`src/rtl/imem_pkg.sv`:
```
// Shared definitions for the instruction-memory responder.
// Optional build macro IMEM_OOR_NOP_EN: out-of-range fetches return a NOP
// (addi x0,x0,0) instead of zero; rsp_err_o is raised either way.
package imem_pkg;

  localparam int INST_W = 32;
  localparam logic [INST_W-1:0] INST_NOP = 32'h0000_0013;

  typedef enum logic [1:0] {
    IDLE,
    WAIT,
    RESP
  } state_t;

  // Word returned alongside rsp_err_o for an address beyond DEPTH.
  function automatic logic [INST_W-1:0] oor_inst();
`ifdef IMEM_OOR_NOP_EN
    return INST_NOP;
`else
    return '0;
`endif
  endfunction

endpackage

```
`src/rtl/imem_responder_if.sv`:
```
// Fetch request/response channels plus the program-load port.
// master: fetch unit / loader side; slave: imem_responder.
interface imem_responder_if
  import imem_pkg::*;
#(
  parameter int ADDR_W = 6
);

  logic              req_valid_i;
  logic              req_ready_o;
  logic [ADDR_W-1:0] req_addr_i;
  logic              rsp_valid_o;
  logic              rsp_ready_i;
  logic [INST_W-1:0] rsp_inst_o;
  logic              rsp_err_o;
  logic              ld_we_i;
  logic [ADDR_W-1:0] ld_addr_i;
  logic [INST_W-1:0] ld_data_i;

  modport master (
    output req_valid_i, req_addr_i, rsp_ready_i, ld_we_i, ld_addr_i, ld_data_i,
    input  req_ready_o, rsp_valid_o, rsp_inst_o, rsp_err_o
  );

  modport slave (
    input  req_valid_i, req_addr_i, rsp_ready_i, ld_we_i, ld_addr_i, ld_data_i,
    output req_ready_o, rsp_valid_o, rsp_inst_o, rsp_err_o
  );

endinterface

```
`src/rtl/imem_array.sv`:
```
// DEPTH x 32 instruction storage: one synchronous write port for program
// load, one asynchronous read port sampled by the responder's capture edge.
// Contents are not reset.
module imem_array
  import imem_pkg::*;
#(
  parameter int ADDR_W = 6,
  parameter int DEPTH  = 64
) (
  input  logic              clk,
  input  logic              wr_en,
  input  logic [ADDR_W-1:0] wr_addr,
  input  logic [INST_W-1:0] wr_data,
  input  logic [ADDR_W-1:0] rd_addr,
  output logic [INST_W-1:0] rd_data
);

  localparam int IDX_W = (DEPTH > 1) ? $clog2(DEPTH) : 1;
  localparam logic [ADDR_W:0] DEPTH_L = (ADDR_W + 1)'(DEPTH);

  logic [INST_W-1:0] mem [DEPTH];
  logic              wr_ok;

  assign wr_ok = wr_en && ({1'b0, wr_addr} < DEPTH_L);

  // Load writes; addresses beyond DEPTH are dropped.
  always_ff @(posedge clk) begin
    if (wr_ok) begin
      mem[wr_addr[IDX_W-1:0]] <= wr_data;
    end
  end

  // Old contents are seen by a read on the same edge as a write.
  assign rd_data = mem[rd_addr[IDX_W-1:0]];

endmodule

```
`src/rtl/imem_responder.sv`:
```
// Instruction-memory responder: accepts one word-address fetch at a time,
// waits WAIT_CYC cycles, then presents the instruction until the requester
// takes it. Optional macro IMEM_OOR_NOP_EN selects the out-of-range word
// (see imem_pkg::oor_inst).
module imem_responder
  import imem_pkg::*;
#(
  parameter int ADDR_W   = 6,
  parameter int DEPTH    = 64,
  parameter int WAIT_CYC = 1
) (
  input  logic         clk_i,
  input  logic         rst_i,
  imem_responder_if.slave bus
);

  localparam logic [ADDR_W:0] DEPTH_L   = (ADDR_W + 1)'(DEPTH);
  localparam logic [3:0]      WAIT_LOAD = 4'((WAIT_CYC > 0) ? WAIT_CYC - 1 : 0);

  state_t            state;
  logic [3:0]        cnt;
  logic [ADDR_W-1:0] addr_q;
  logic              rsp_valid_q;
  logic [INST_W-1:0] rsp_inst_q;
  logic              rsp_err_q;

  logic [ADDR_W-1:0] cap_addr;
  logic              cap_in_range;
  logic [INST_W-1:0] rd_data;

  // With no wait states the capture edge is the accept edge, so the address
  // comes straight from the request bus rather than the latch.
  always_comb begin
    cap_addr     = (state == IDLE) ? bus.req_addr_i : addr_q;
    cap_in_range = ({1'b0, cap_addr} < DEPTH_L);
  end

  imem_array #(
    .ADDR_W (ADDR_W),
    .DEPTH  (DEPTH)
  ) u_array (
    .clk     (clk_i),
    .wr_en   (bus.ld_we_i),
    .wr_addr (bus.ld_addr_i),
    .wr_data (bus.ld_data_i),
    .rd_addr (cap_addr),
    .rd_data (rd_data)
  );

  // Ready is decoded from state but forced low while reset is held.
  assign bus.req_ready_o = rst_i && (state == IDLE);
  assign bus.rsp_valid_o = rsp_valid_q;
  assign bus.rsp_inst_o  = rsp_inst_q;
  assign bus.rsp_err_o   = rsp_err_q;

  // Request/wait/response sequencing with registered response outputs.
  always_ff @(posedge clk_i or negedge rst_i) begin
    if (!rst_i) begin
      state       <= IDLE;
      cnt         <= '0;
      addr_q      <= '0;
      rsp_valid_q <= 1'b0;
      rsp_inst_q  <= '0;
      rsp_err_q   <= 1'b0;
    end else begin
      unique case (state)
        IDLE: begin
          if (bus.req_valid_i) begin
            addr_q <= bus.req_addr_i;
            if (WAIT_CYC == 0) begin
              state       <= RESP;
              rsp_valid_q <= 1'b1;
              rsp_err_q   <= !cap_in_range;
              rsp_inst_q  <= cap_in_range ? rd_data : oor_inst();
            end else begin
              cnt   <= WAIT_LOAD;
              state <= WAIT;
            end
          end
        end
        WAIT: begin
          if (cnt == '0) begin
            state       <= RESP;
            rsp_valid_q <= 1'b1;
            rsp_err_q   <= !cap_in_range;
            rsp_inst_q  <= cap_in_range ? rd_data : oor_inst();
          end else begin
            cnt <= cnt - 4'd1;
          end
        end
        RESP: begin
          if (bus.rsp_ready_i) begin
            state       <= IDLE;
            rsp_valid_q <= 1'b0;
          end
        end
        default: state <= IDLE;
      endcase
    end
  end

endmodule

```
`src/flat_wrapper.sv`:
```
// flat-port wrapper written by rule: the top's interface ports become plain ports
module imem_responder_flat import imem_pkg::*;
#(
  parameter int ADDR_W   = 6,
  parameter int DEPTH    = 64,
  parameter int WAIT_CYC = 1
)
  (clk_i, rst_i, bus_req_valid_i, bus_req_addr_i, bus_rsp_ready_i, bus_ld_we_i, bus_ld_addr_i, bus_ld_data_i, bus_req_ready_o, bus_rsp_valid_o, bus_rsp_inst_o, bus_rsp_err_o);
  imem_responder_if #(.ADDR_W(ADDR_W)) bus_i ();
  input  logic clk_i;
  input  logic rst_i;
  input wire logic [$bits(bus_i.req_valid_i)-1:0] bus_req_valid_i;
  input wire logic [$bits(bus_i.req_addr_i)-1:0] bus_req_addr_i;
  input wire logic [$bits(bus_i.rsp_ready_i)-1:0] bus_rsp_ready_i;
  input wire logic [$bits(bus_i.ld_we_i)-1:0] bus_ld_we_i;
  input wire logic [$bits(bus_i.ld_addr_i)-1:0] bus_ld_addr_i;
  input wire logic [$bits(bus_i.ld_data_i)-1:0] bus_ld_data_i;
  output wire logic [$bits(bus_i.req_ready_o)-1:0] bus_req_ready_o;
  output wire logic [$bits(bus_i.rsp_valid_o)-1:0] bus_rsp_valid_o;
  output wire logic [$bits(bus_i.rsp_inst_o)-1:0] bus_rsp_inst_o;
  output wire logic [$bits(bus_i.rsp_err_o)-1:0] bus_rsp_err_o;
  assign bus_i.req_valid_i = bus_req_valid_i;
  assign bus_i.req_addr_i = bus_req_addr_i;
  assign bus_i.rsp_ready_i = bus_rsp_ready_i;
  assign bus_i.ld_we_i = bus_ld_we_i;
  assign bus_i.ld_addr_i = bus_ld_addr_i;
  assign bus_i.ld_data_i = bus_ld_data_i;
  assign bus_req_ready_o = bus_i.req_ready_o;
  assign bus_rsp_valid_o = bus_i.rsp_valid_o;
  assign bus_rsp_inst_o = bus_i.rsp_inst_o;
  assign bus_rsp_err_o = bus_i.rsp_err_o;
  imem_responder #(.ADDR_W(ADDR_W), .DEPTH(DEPTH), .WAIT_CYC(WAIT_CYC)) u_core (.clk_i(clk_i), .rst_i(rst_i), .bus(bus_i));
endmodule
```
`config.mk`:
```
export PLATFORM = sky130hd
export DESIGN_NAME = imem_responder_flat
export DESIGN_NICKNAME = d
export VERILOG_FILES = /design/src/rtl/imem_pkg.sv /design/src/rtl/imem_responder_if.sv /design/src/rtl/imem_array.sv /design/src/rtl/imem_responder.sv /design/src/flat_wrapper.sv
export SDC_FILE = /design/constraint.sdc
export NUM_CORES = 2
export LEC_CHECK = 0
export CAP_MARGIN = 20
export CORE_MARGIN = 3
export CORE_UTILIZATION = 60
export DETAILED_ROUTE_END_ITERATION = 10
export PLACE_DENSITY = 0.75
export SLEW_MARGIN = 10
export SYNTH_ARGS = -nofsm -noshare
export SYNTH_HDL_FRONTEND = slang
export SYNTH_SLANG_ARGS = --single-unit
export TNS_END_PERCENT = 1
```
`constraint.sdc`:
```
create_clock -name clk_i -period 4.6 [get_ports clk_i]
set_input_delay 0.69 -clock clk_i [delete_from_list [all_inputs] [get_ports clk_i]]
set_output_delay 0.69 -clock clk_i [all_outputs]
set_load 0.02 [all_outputs]
```
==> flow_summary.toml <==
[sta]
finalHoldViolCount = 0
setup_viol_count_final = 0
slew_headroom = 0.2702
timing.setup.tns_ns = 0
fin_crit_ns = 4.115
fmax_ghz = 0.2430
rsz0062_at_grt = "false"
drv_slew = 0
setup_slack_ns = 0.4853
skew_ns = 0.03226
finalCritPeriodShare = 0.8945
tightestPinTransition_ns = 1.095

[yosys]
post_synth.cell_area_avg_um2 = 14.39
ys_types = 53
yosysWarnings = 0
synthesis.nets = 5710
async_flop_share = 0.02150
synth-seq-area-share = 0.7687
syn_inst = 5660
ys_ff_latch = 2093
syn_area_mm2 = 0.08147
synth_flop_cell = "edfxtp_1"
synth_edf_count = 2048

[detailed_routing]
viasPerCell = 6.657
remaining_drc_errors = 0
ant_nets = 0
drt_wl_total_um = 224200
drtIter0Drc = 8694
vias = 51390
firstDrtPassIters = 6
wl_per_cell_um = 29.05

[cts]
root_buffer = "clkbuf_16"
h-tree-depth = 4
cts_tree = "yes"
cts_setup_buffers = 0
cts_buffers = 198
cts.sinks = 2093
cts-resized-gates = 0
cts_hold_buffers = 0
clk_pin_slew_worst_paths_ns = 0.06
clk_latency_ns = 0.84
cts_buffer_depth = 3

[grt]
grt_use_total = 0.3156
grt_pass1_wl_um = 324100
grt_overflow = 0
grt_pass1_vias = 49310
grt_max_degree = 103
grt_antenna_before_repair = 18

[cells_and_area]
fin_util = 0.6872
fin_nets = 5831
postLayoutCellArea_mm2 = 0.09218
synthToLayoutAreaGrowth_pct = 13.14
most-common-layout-cells = "2,048 x edfxtp_1, 1,362 x nand2_1, 590 x nand3_1"
drive_gt1_frac = 0.1043
final_common_cell = "edfxtp_1"

[hold_path]
min_to = "u_core.u_array.mem[35][28]$_DFFE_PP_"
holdPathStages = 1
hold_path.class = "in -> reg"
worst_hold_startpoint = "bus_ld_data_i[28]"

[power]
powerDensity_mw_per_mm2 = 610.0
power.leakage_nw = 30.69
ir_drop_mv = 0.6021

[critical_path]
worstSetupEndpointType = "register"
cp_slowest_cell = "o31a_2"
cp.arrival_ns = 4.88
path_max_fanout = 23
reg2reg_slack_ns = 0.49
start_kind = "register"
r2r-start = "u_core.state[1]$_DFFE_PN0P_"
reg2reg_to = "u_core.bus.rsp_inst_o[9]$_DFFE_PN0P_"
cp.required_ns = 5.36
path_cells = "or2_1 > or3_1 > o31a_2 > buf_4 > o2111ai_1 > a2bb2oi_1 > o211ai_1 > o221a_1"
max_stage_delay_ns = 0.75
reg2reg_depth = 8
crit_type = "reg -> reg"

[floorplan]
io_pins = 84
initial_core_util = 0.6074
rows = 134
dieArea_mm2 = 0.1402
core_mm2 = 0.1341
dieHeight_um = 374.5
dieWidth_um = 374.5

[placed_design]
dp_hpwl_um = 116400
dp_slack_ns = 0.5481
place_area_mm2 = 0.08544
numPortBuffers = 82
place.gp.congestion = 0.8193

[flow_run]
cap_violations = 0

[outcome]
status = "finished, final reports clean"
cell usage after synthesis (all sizes together) (2+ instances only):
| library cell | count | area share |
|---|---|---|
| mux2i | 227 | 0.028 |
| nand3b | 3 | 0.00028 |
| dfrtp | 45 | 0.014 |
| o2111ai | 32 | 0.0034 |
| nand2 | 1363 | 0.063 |
| o221ai | 64 | 0.0069 |
| and2 | 2 | 0.00015 |
| a31oi | 197 | 0.015 |
| o221a | 32 | 0.0044 |
| or3b | 3 | 0.00032 |
| nor3b | 3 | 0.00041 |
| a2bb2oi | 32 | 0.0034 |
| mux2 | 37 | 0.0051 |
| o211ai | 33 | 0.0030 |
| a21oi | 78 | 0.0048 |
| buf | 209 | 0.014 |
| nand2b | 6 | 0.00046 |
| or2 | 2 | 0.00015 |
| edfxtp | 2048 | 0.75 |
| or3 | 3 | 0.00023 |
| or4b | 2 | 0.00025 |
| nand4 | 193 | 0.015 |
| o21ai | 105 | 0.0066 |
| inv | 6 | 0.00028 |
| and3 | 2 | 0.00015 |
| a222oi | 32 | 0.0039 |
| clkbuf | 174 | 0.0080 |
| nor2b | 4 | 0.00031 |
| nor2 | 72 | 0.0036 |
| nor3 | 52 | 0.0032 |
| nand3 | 590 | 0.036 |
how the worst max path moves through the flow:
stage | start | endpoint | slack (ns) | cells past startpoint
after floorplan | bus_ld_addr_i[5] | u_core.u_array.mem[48][0]$_DFFE_PP_ | 0.57 | 4
after global routing | u_core.state[1]$_DFFE_PN0P_ | u_core.bus.rsp_inst_o[9]$_DFFE_PN0P_ | 0.36 | 8
final | u_core.state[1]$_DFFE_PN0P_ | u_core.bus.rsp_inst_o[9]$_DFFE_PN0P_ | 0.49 | 8
after global placement | bus_req_addr_i[2] | u_core.bus.rsp_inst_o[15]$_DFFE_PN0P_ | 0.57 | 8
after CTS | u_core.state[1]$_DFFE_PN0P_ | u_core.bus.rsp_inst_o[9]$_DFFE_PN0P_ | 0.59 | 8
after detailed placement | bus_req_addr_i[1] | u_core.bus.rsp_inst_o[9]$_DFFE_PN0P_ | 0.55 | 8
worst max-delay path: cells and delay by family, from the launching register on:
| kind | cells | cell delay (ns) |
|---|---|---|
| AO/OA/AOI/OAI | 5 | 2.10 |
| AND/OR/NAND/NOR | 2 | 0.84 |
| flip-flops | 1 | 0.74 |
| buffers and inverters | 1 | 0.34 |
power breakdown:
part	internal, mW	total (mW)	switching [mW]
clock	8.68	15.5	6.79
combinational	6.10	19.1	13.0
sequential	21.3	21.7	0.411
routing by layer:
layer / global-route usage / up-vias / wire, um
met4: 0.1397 / 6 / 9861
met2: 0.5006 / 3697 / 106400
met5: 0 / - / 46
li1: - / 21730 / -
met3: 0.07613 / 669 / 28250
met1: 0.4203 / 25290 / 79690
final cells by class:
type                       count  area [um2]
clock buffer                 272        5428
clock inverter                91       694.4
inverter                       6       22.52
sequential                  2093       62630
timing repair buffer         304        3491
multi-input combinational   3178       17680
tap                         1768        2212
antenna                        8       20.02
fill                        8534       41950
stage by stage:
| stage | instances | hold WS (ns) | power [mW] |
|---|---|---|---|
| 2_1_floorplan | 5660 | 0.3944 | 33.62 |
| 3_3_place_gp | 7322 | 0.4632 | 40.35 |
| 3_5_place_dp | 7322 | 0.4692 | 40.65 |
| 4_1_cts | 7685 | 0.1688 | 55.92 |
| 5_1_grt | 7714 | 0.1961 | 58.31 |
| 6_report | 7720 | 0.2207 | 56.23 |
sequential cells by signal (all words and copies together), names as in the netlist:
name,cells
u_core.addr_q,6
u_core.state,2
u_core.bus.rsp_inst_o,32
u_core.u_array.mem,2048
u_core.cnt,4
u_core.bus.rsp_valid_o,1
cells by family (layout without fill, tap and decap cells):
| group | after synthesis | after routing | share of synthesized area |
|---|---|---|---|
| buffers and inverters | 389 | 673 | 0.02192 |
| flip-flops | 2093 | 2093 | 0.7687 |
| AO/OA/AOI/OAI | 610 | 610 | 0.05255 |
| adder cells (fa/ha/maj) | 1 | 1 | 0.0001536 |
| AND/OR/NAND/NOR | 2302 | 2302 | 0.1236 |
| multiplexers | 264 | 264 | 0.03300 |
| other | 1 | 9 | 0.00004603 |
Note: power is estimated with default switching activity, not from simulation.
